[config.mk]
export PLATFORM = sky130hd
export DESIGN_NAME = pwm_decoder
export DESIGN_NICKNAME = d
export VERILOG_FILES = /design/src/rtl/pwm_pkg.sv /design/src/rtl/sync_edge.sv /design/src/rtl/pwm_decoder.sv
export SDC_FILE = /design/constraint.sdc
export NUM_CORES = 1
export LEC_CHECK = 0
export BUFFER_PORTS_ARGS = -buffer_cell sky130_fd_sc_hd__clkbuf_2
export CORE_ASPECT_RATIO = 0.9
export CORE_UTILIZATION = 30
export CTS_BUF_LIST = sky130_fd_sc_hd__clkbuf_8
export CTS_CLUSTER_SIZE = 14
export DETAILED_ROUTE_END_ITERATION = 6
export GPL_TIMING_DRIVEN = 0
export PLACE_DENSITY = 0.58
export SLEW_MARGIN = 0
export SYNTH_ARGS = -nofsm -noshare
export SYNTH_HDL_FRONTEND = slang
export SYNTH_SLANG_ARGS = --single-unit
[constraint.sdc]
create_clock -name clk -period 6.8 [get_ports clk]
set_input_delay 0.68 -clock clk [delete_from_list [all_inputs] [get_ports clk]]
set_output_delay 0.68 -clock clk [all_outputs]
set_load 0.005 [all_outputs]
[src/rtl/pwm_pkg.sv]
// Shared PWM types: state encoding for the PWM decoder and for any future
// PWM monitor that follows the same IDLE / MEAS / STUCK measurement flow.
package pwm_pkg;

   typedef enum logic [1:0] {
      S_IDLE  = 2'd0,
      S_MEAS  = 2'd1,
      S_STUCK = 2'd2
   } pwm_dec_state_t;

endpackage

[src/rtl/sync_edge.sv]
// Two-flop synchroniser for an asynchronous input plus a step-qualified level
// register; reports the synchronised value and a rising edge between samples.
module sync_edge (
   input  logic clk,
   input  logic rst,
   input  logic step_i,
   input  logic d_i,
   output logic s_o,
   output logic rise_o
);

   logic meta_q;
   logic s_q;
   logic lvl_q;

   // NOTE: sequential state is written with <= so every flop samples the
   // pre-edge value of its neighbours; blocking here would collapse the chain.
   always_ff @(posedge clk or posedge rst) begin
      if (rst) begin
         meta_q <= 1'b0;
         s_q    <= 1'b0;
         lvl_q  <= 1'b0;
      end else begin
         meta_q <= d_i;
         s_q    <= meta_q;
         // The level follows every step, even while measurement is disabled,
         // so re-enabling never sees a stale low level and a false rise.
         if (step_i) lvl_q <= s_q;
      end
   end

   assign s_o    = s_q;
   assign rise_o = s_q & ~lvl_q;

endmodule

[src/rtl/pwm_decoder.sv]
// Measures an incoming PWM waveform in step ticks: publishes high time and
// period once per rising edge, or a stuck report when no edge arrives in time.
module pwm_decoder
   import pwm_pkg::*;
#(
   parameter int N = 8
) (
   input  logic         clk,
   input  logic         rst,
   input  logic         ena,
   input  logic         step,
   input  logic         pwm_in,
   output logic [N-1:0] duty,
   output logic [N:0]   period,
   output logic         valid,
   output logic         stuck
);

   localparam int C = N + 1;
   localparam logic [C-1:0] CNT_MAX  = '1;
   localparam logic [C-1:0] CNT_ONE  = C'(1);
   localparam logic [N-1:0] DUTY_MAX = '1;

   logic           s;
   logic           rise;
   pwm_dec_state_t state_q, state_d;
   logic [C-1:0]   per_q, per_d;
   logic [C-1:0]   hi_q, hi_d;
   logic [N-1:0]   duty_q, duty_d;
   logic [C-1:0]   period_q, period_d;
   logic           stuck_q, stuck_d;
   logic           valid_q;
   logic           pub;

   sync_edge u_sync (
      .clk    (clk),
      .rst    (rst),
      .step_i (step),
      .d_i    (pwm_in),
      .s_o    (s),
      .rise_o (rise)
   );

   // NOTE: every signal written here gets a default first, so no path through
   // the case leaves one unassigned and no latch is inferred.
   always_comb begin
      state_d  = state_q;
      per_d    = per_q;
      hi_d     = hi_q;
      duty_d   = duty_q;
      period_d = period_q;
      stuck_d  = stuck_q;
      pub      = 1'b0;
      if (!ena) begin
         state_d = S_IDLE;
         per_d   = '0;
         hi_d    = '0;
      end else if (step) begin
         case (state_q)
            S_IDLE, S_STUCK: begin
               if (rise) begin
                  state_d = S_MEAS;
                  per_d   = CNT_ONE;
                  hi_d    = CNT_ONE;
               end
            end
            S_MEAS: begin
               // A rise on the timeout sample still closes a normal period.
               if (rise) begin
                  pub      = 1'b1;
                  duty_d   = hi_q[N] ? DUTY_MAX : hi_q[N-1:0];
                  period_d = per_q;
                  stuck_d  = 1'b0;
                  per_d    = CNT_ONE;
                  hi_d     = CNT_ONE;
               end else if (per_q == CNT_MAX) begin
                  pub      = 1'b1;
                  duty_d   = s ? DUTY_MAX : '0;
                  period_d = '0;
                  stuck_d  = 1'b1;
                  state_d  = S_STUCK;
                  per_d    = '0;
                  hi_d     = '0;
               end else begin
                  per_d = per_q + CNT_ONE;
                  if (s && (hi_q != CNT_MAX)) hi_d = hi_q + CNT_ONE;
               end
            end
            default: begin
               state_d = S_IDLE;
               per_d   = '0;
               hi_d    = '0;
            end
         endcase
      end
   end

   always_ff @(posedge clk or posedge rst) begin
      if (rst) begin
         state_q <= S_IDLE;
         per_q   <= '0;
         hi_q    <= '0;
      end else begin
         state_q <= state_d;
         per_q   <= per_d;
         hi_q    <= hi_d;
      end
   end

   always_ff @(posedge clk or posedge rst) begin
      if (rst) begin
         valid_q  <= 1'b0;
         duty_q   <= '0;
         period_q <= '0;
         stuck_q  <= 1'b0;
      end else begin
         valid_q  <= pub;
         duty_q   <= duty_d;
         period_q <= period_d;
         stuck_q  <= stuck_d;
      end
   end

   assign duty   = duty_q;
   assign period = period_q;
   assign valid  = valid_q;
   assign stuck  = stuck_q;

endmodule
== Word-level counts from Yosys, hierarchy flattened ==
Cells that the tools add are included.

* Register bits: 42
* Input port bits: 5
* Output and inout bits: 19
* Word-level logic and storage cells: 62

* Add/sub/neg operators: 2
* Eq/ne operators: 9
* Mux-type cells: 31
* Bitwise gates (word level): 2
* Reduce and logical (&&, ||, !) cells: 8

{| class="wikitable"
|+ Operators by type and width
! kind !! count
|-
| $mux 9 || 12
|-
| $pmux 9 s2 || 2
|-
| $mux 8 || 4
|-
| $add 9x1->9 const B || 2
|-
| $mux 2 || 5
|-
| $eq 9x9->1 const B || 1
|-
| $ne 3x3->1 const B || 3
|-
| $ne 9x9->1 const B || 1
|-
| $reduce_and 4->1 || 2
|-
| $mux 1 || 7
|-
| $ne 5x5->1 const B || 1
|-
| $pmux 2 s2 || 1
|-
| $reduce_and 3->1 || 1
|-
| $eq 2x1->1 const B || 1
|-
| $eq 2x2->1 const B || 1
|-
| $logic_not 2->1 || 1
|-
| $ne 2x1->1 const B || 1
|-
| $reduce_and 2->1 || 1
|-
| $reduce_bool 2->1 || 1
|-
| $reduce_or 2->1 || 1
|-
| $and 1x1->1 || 1
|-
| $logic_and 1x1->1 || 1
|-
| $not 1->1 || 1
|}

== Longest topological paths before layout ==
* Depth after elaboration: 8
* Mapped depth: 9
* Depth with buffers taken out: 8

== Cells and area by module ==
Synthesis repeated with hierarchy kept, for this count alone.

* Cells, all modules: 204
* Area, all modules: 2026.9 µm²

{| class="wikitable"
|+ By module, submodules not included
! module !! instances !! cells an instance !! area an instance (µm²) !! seq. area each (µm²)
|-
| pwm_decoder || 1 || 198 || 1926.8 || 975.9
|-
| sync_edge || 1 || 6 || 100.1 || 75.1
|}

== Worst setup path after synthesis ==
No wires, ideal clock.

* Kind: register to register
* Start point: register per_q[4]
* End point: register per_q[7]
* Setup time: 0.082 ns
* Arrival time: 2.112 ns
* Data required time: 6.718 ns
* Slack: 4.606 ns
* Stages on the path, launching flop included: 10
* Buffers on the path: 2
* Period minus slack after synthesis: 2.194 ns
* Cell sequence: dfrtp_1 > and2_1 > and3_1 > and4_1 > ha_1 > clkbuf_1 > or3_1 > buf_2 > a21o_1 > a31oi_1

* Longest elaborated chain between the ends: 6
* Elaborated cells on any way between the ends: 7
* Classes of those cells: add/sub: 1; eq/ne: 1; mux: 5

{| class="wikitable"
|+ Ends and longest elaborated chain
! item !! line !! RTL
|-
| start, declared || pwm_decoder.sv:27 || <nowiki>logic [C-1:0] per_q, per_d;</nowiki>
|-
| start signal, assigned || pwm_decoder.sv:105 || <nowiki>per_q <= per_d;</nowiki>
|-
| $add 9x1->9 / $eq 9x9->1 (equally long branches) || pwm_decoder.sv:85, pwm_decoder.sv:76 ||
|-
| $mux 9 (*) || pwm_decoder.sv:76 || <nowiki>end else if (per_q == CNT_MAX) begin</nowiki>
|-
| $mux 9 (*) || pwm_decoder.sv:69 || <nowiki>if (rise) begin</nowiki>
|-
| $pmux 9 s2 (*) || pwm_decoder.sv:59 || <nowiki>case (state_q)</nowiki>
|-
| $mux 9 (*) || pwm_decoder.sv:58 || <nowiki>end else if (step) begin</nowiki>
|-
| $mux 9 (*) || pwm_decoder.sv:54 || <nowiki>if (!ena) begin</nowiki>
|}

Every way passes the cells marked *; elsewhere a longest branch is shown, timed or not. The select of a mux whose other input is x is not followed.
A chain may end at the register's enable or synchronous reset.

== Final worst setup path ==
* Start point: register per_q[4]
* End point: register duty_q[0] (netlist: duty[0])

* Longest elaborated chain between the ends: 3

{| class="wikitable"
|+ Ends and longest elaborated chain
! item !! line !! RTL
|-
| $eq 9x9->1 || pwm_decoder.sv:76 ||
|-
| $reduce_bool 2->1 (no source line) || n/a ||
|-
| $reduce_and 4->1 (no source line) || n/a ||
|-
| end signal, assigned || pwm_decoder.sv:118 || <nowiki>duty_q <= duty_d;</nowiki>
|-
| end, declared || pwm_decoder.sv:29 || <nowiki>logic [N-1:0] duty_q, duty_d;</nowiki>
|}

Every way passes these cells.

==> results.py <==
metrics = {
    "floorplanning": {
        "die_area_um2": 7050,
        "die_x_um": 88.4,
        "io_pins": 24,
        "start_util_pct": 32.1,
        "coreArea_um2": 6280,
        "num_rows": 27,
        "die_y_um": 79.7,
    },
    "power": {
        "p_seq_share_pct": 47.8,
        "report.power.total_uw": 552,
        "p_comb_share_pct": 7.7,
        "p_sw_share_pct": 21.9,
        "internal-power_uw": 431,
        "p_sw_uw": 121,
        "power_frac_clock_pct": 44.5,
        "power.leakage_nw": 1.11,
        "power_density_nw_per_um2": 233,
        "vdd_ir_drop_max_v": 0.000104,
    },
    "yosys": {
        "syn-num-nets": 208,
        "post-synth-top-count-cell": "dfrtp_1",
        "yosys.area.top_type": "dfrtp_1",
        "synthTopCellsByArea": "dfrtp_1 52%, o21ai_0 5.7%, nand2_1 4.8%",
        "seq_area_frac_synth_pct": 52.2,
        "synth_edf_count": 0,
        "ys.warnings.count": 0,
        "syn_avg_cell_area_um2": 10.1,
        "synth_cell_types": 41,
        "async_flop_share_pct": 100,
        "synth_top_area_share_pct": 52.2,
        "netlist_area_um2": 2010,
        "ys_ff_latch": 42,
        "yosys_most_used_dff": "dfrtp_1",
        "synth_commonest_cells": "42 x dfrtp_1, 26 x nand2_1, 23 x o21ai_0",
        "synthCells": 199,
    },
    "placement": {
        "port_buffers": 21,
        "place.gp.congestion": 0.768,
        "post-dp-hpwl_um": 2920,
        "place_inst": 307,
    },
    "sta": {
        "drv_slew": 0,
        "fin_setup_tns_ns": 0,
        "fin_crit_ns": 2.60,
        "setup_violations": 0,
        "timing.fmax_mhz": 385,
        "rsz0062_at_grt": "no",
        "hold_ws_ns": 0.357,
        "tightest_slew_ns": 0.861,
        "period_share_pct": 38.2,
        "fin_skew_ns": 0.00797,
        "finalHoldViolCount": 0,
        "relSlewSlack_pct": 42.5,
    },
    "detailed_routing": {
        "ant_nets": 0,
        "wl_per_cell_um": 13.6,
        "vias": 1559,
        "route.detailed.drc": 0,
        "firstDrtPassIters": 4,
        "dr.first_iter.drc_count": 78,
        "totalWireLength_um": 4290,
        "vias_per_cell": 4.95,
    },
    "final_layout": {
        "fill_cells": 655,
        "n_antenna_cell": 0,
        "drive_above_1_share_pct": 18.9,
        "register_area_um2": 1050,
        "multiInputGateArea_um2": 878,
        "nets": 236,
        "fin_cells": 315,
        "syn_to_final_growth_pct": 17.7,
    },
    "clocking": {
        "cts_buffers": 5,
        "path_clk_slew_ns": 0.08,
        "root_buffer": "clkbuf_8",
        "cts_sinks": 42,
        "clock_path_buffers": 2,
        "cts_hold_buf": 0,
        "clkLatencyLatePin_ns": 0.30,
        "h-tree-depth": 2,
        "cts_setup_buffers": 0,
        "cts_tree": "yes",
        "cts_resized": 0,
    },
    "critical_path": {
        "cp_data_arrival_time_ns": 2.76,
        "endpoint_kind": "flop",
        "crit_type": "flop to flop",
        "required_ns": 6.96,
        "start_kind": "flop",
        "cp_max_fo": 10,
    },
    "run": {
        "max_cap_violations": 0,
    },
    "global_routing": {
        "grt_overflow": 0,
        "grt_pass1_vias": 1464,
        "grt_max_degree": 43,
        "grt_first_pass_wirelength_um": 7390,
        "grt_antenna_before_repair": 0,
        "grt_use_total_pct": 14.0,
    },
    "worst_hold_path": {
        "hold_path_class": "flop to flop",
    },
    "run_status": {
        "status": "finished clean",
    },
}
==> logic make-up (layout without fill, tap and decap cells) <==
group / count (synthesis) / count (layout) / share of synthesized area [%]
flops: 42 / 42 / 52.2
mux: 4 / 4 / 2.05
fa+ha+maj: 4 / 4 / 2.48
compound gates: 62 / 62 / 21.5
buf+inv: 19 / 48 / 4.22
simple gates: 68 / 68 / 17.6
==> final timing paths <==
kind                       cells after the start  slack (ns)     startpoint          to
min in group asynchronous                      2        0.53            rst   period[5]
max in group asynchronous                      2        5.72            rst  state_q[1]
min reg2reg                                    0        0.36  u_sync.meta_q  u_sync.s_o
max reg2reg                                    8        4.20       per_q[4]     duty[0]
min                                            0        0.36  u_sync.meta_q  u_sync.s_o
max                                            8        4.20       per_q[4]     duty[0]
==> critical path, cell delays in order, from the launching register on <==
cell and delay (ns):
dfrtp_1 0.42, and2_1 0.20, and3_1 0.21, and4_1 0.23, ha_1 0.18, clkbuf_1 0.22, o21ai_2 0.44, clkbuf_1 0.40
o21ai_0 0.16
==> power groups by stage <==
stage,combinational [mW],sequential [mW],clock [mW]
5_1_grt,0.0501,0.265,0.262
3_3_place_gp,0.0432,0.269,0
6_report,0.0426,0.264,0.246
2_1_floorplan,0.0290,0.268,0
4_1_cts,0.0437,0.264,0.251
3_5_place_dp,0.0437,0.269,0
==> layout by cell type, fill, tap and decap left out, types with 6 or more instances in the layout <==
cell type | netlist | layout
nand2_1 | 26 | 26
a31oi_1 | 7 | 7
clkbuf_2 | 1 | 22
nor2_1 | 8 | 8
nand3_1 | 10 | 10
a22o_1 | 11 | 11
o21ai_0 | 23 | 23
dfrtp_1 | 42 | 42
clkbuf_8 | 0 | 6
clkbuf_1 | 6 | 6
==> registers in the layout, summed over array words and instances (netlist names) <==
signal,flops
hi_q,9
per_q,9
period,9
duty,8
state_q,2
stuck,1
u_sync.lvl_q,1
u_sync.meta_q,1
u_sync.s_o,1
valid,1
==> metrics by stage <==
stage	util (%)	area (µm²)	worst slack (ns)
2_1_floorplan	-	2010	4.61
3_3_place_gp	35.5	2230	4.24
3_5_place_dp	35.5	2230	4.15
4_1_cts	37.7	2370	4.14
5_1_grt	37.7	2370	3.91
6_report	37.7	2370	4.20
==> area by class of cell <==
| class | instances | share of cell area [%] |
|---|---|---|
| sequential | 42 | 44.3 |
| multi-input combinational | 138 | 37.0 |
| tap | 87 | 4.59 |
| timing repair buffer | 21 | 4.43 |
| clock buffer | 6 | 3.48 |
| buffer | 14 | 2.80 |
| clock inverter | 2 | 2.53 |
| inverter | 5 | 0.792 |
==> per-layer routing <==
layer  up-vias  track usage, %  wire length, µm
met3         7            3.10              145
met4         0            6.29               80
met5         -               0                0
met1       738            20.8             2370
li1        789               -                -
met2        25            19.1             1700
No activity file was read; power rests on OpenSTA's default activity.
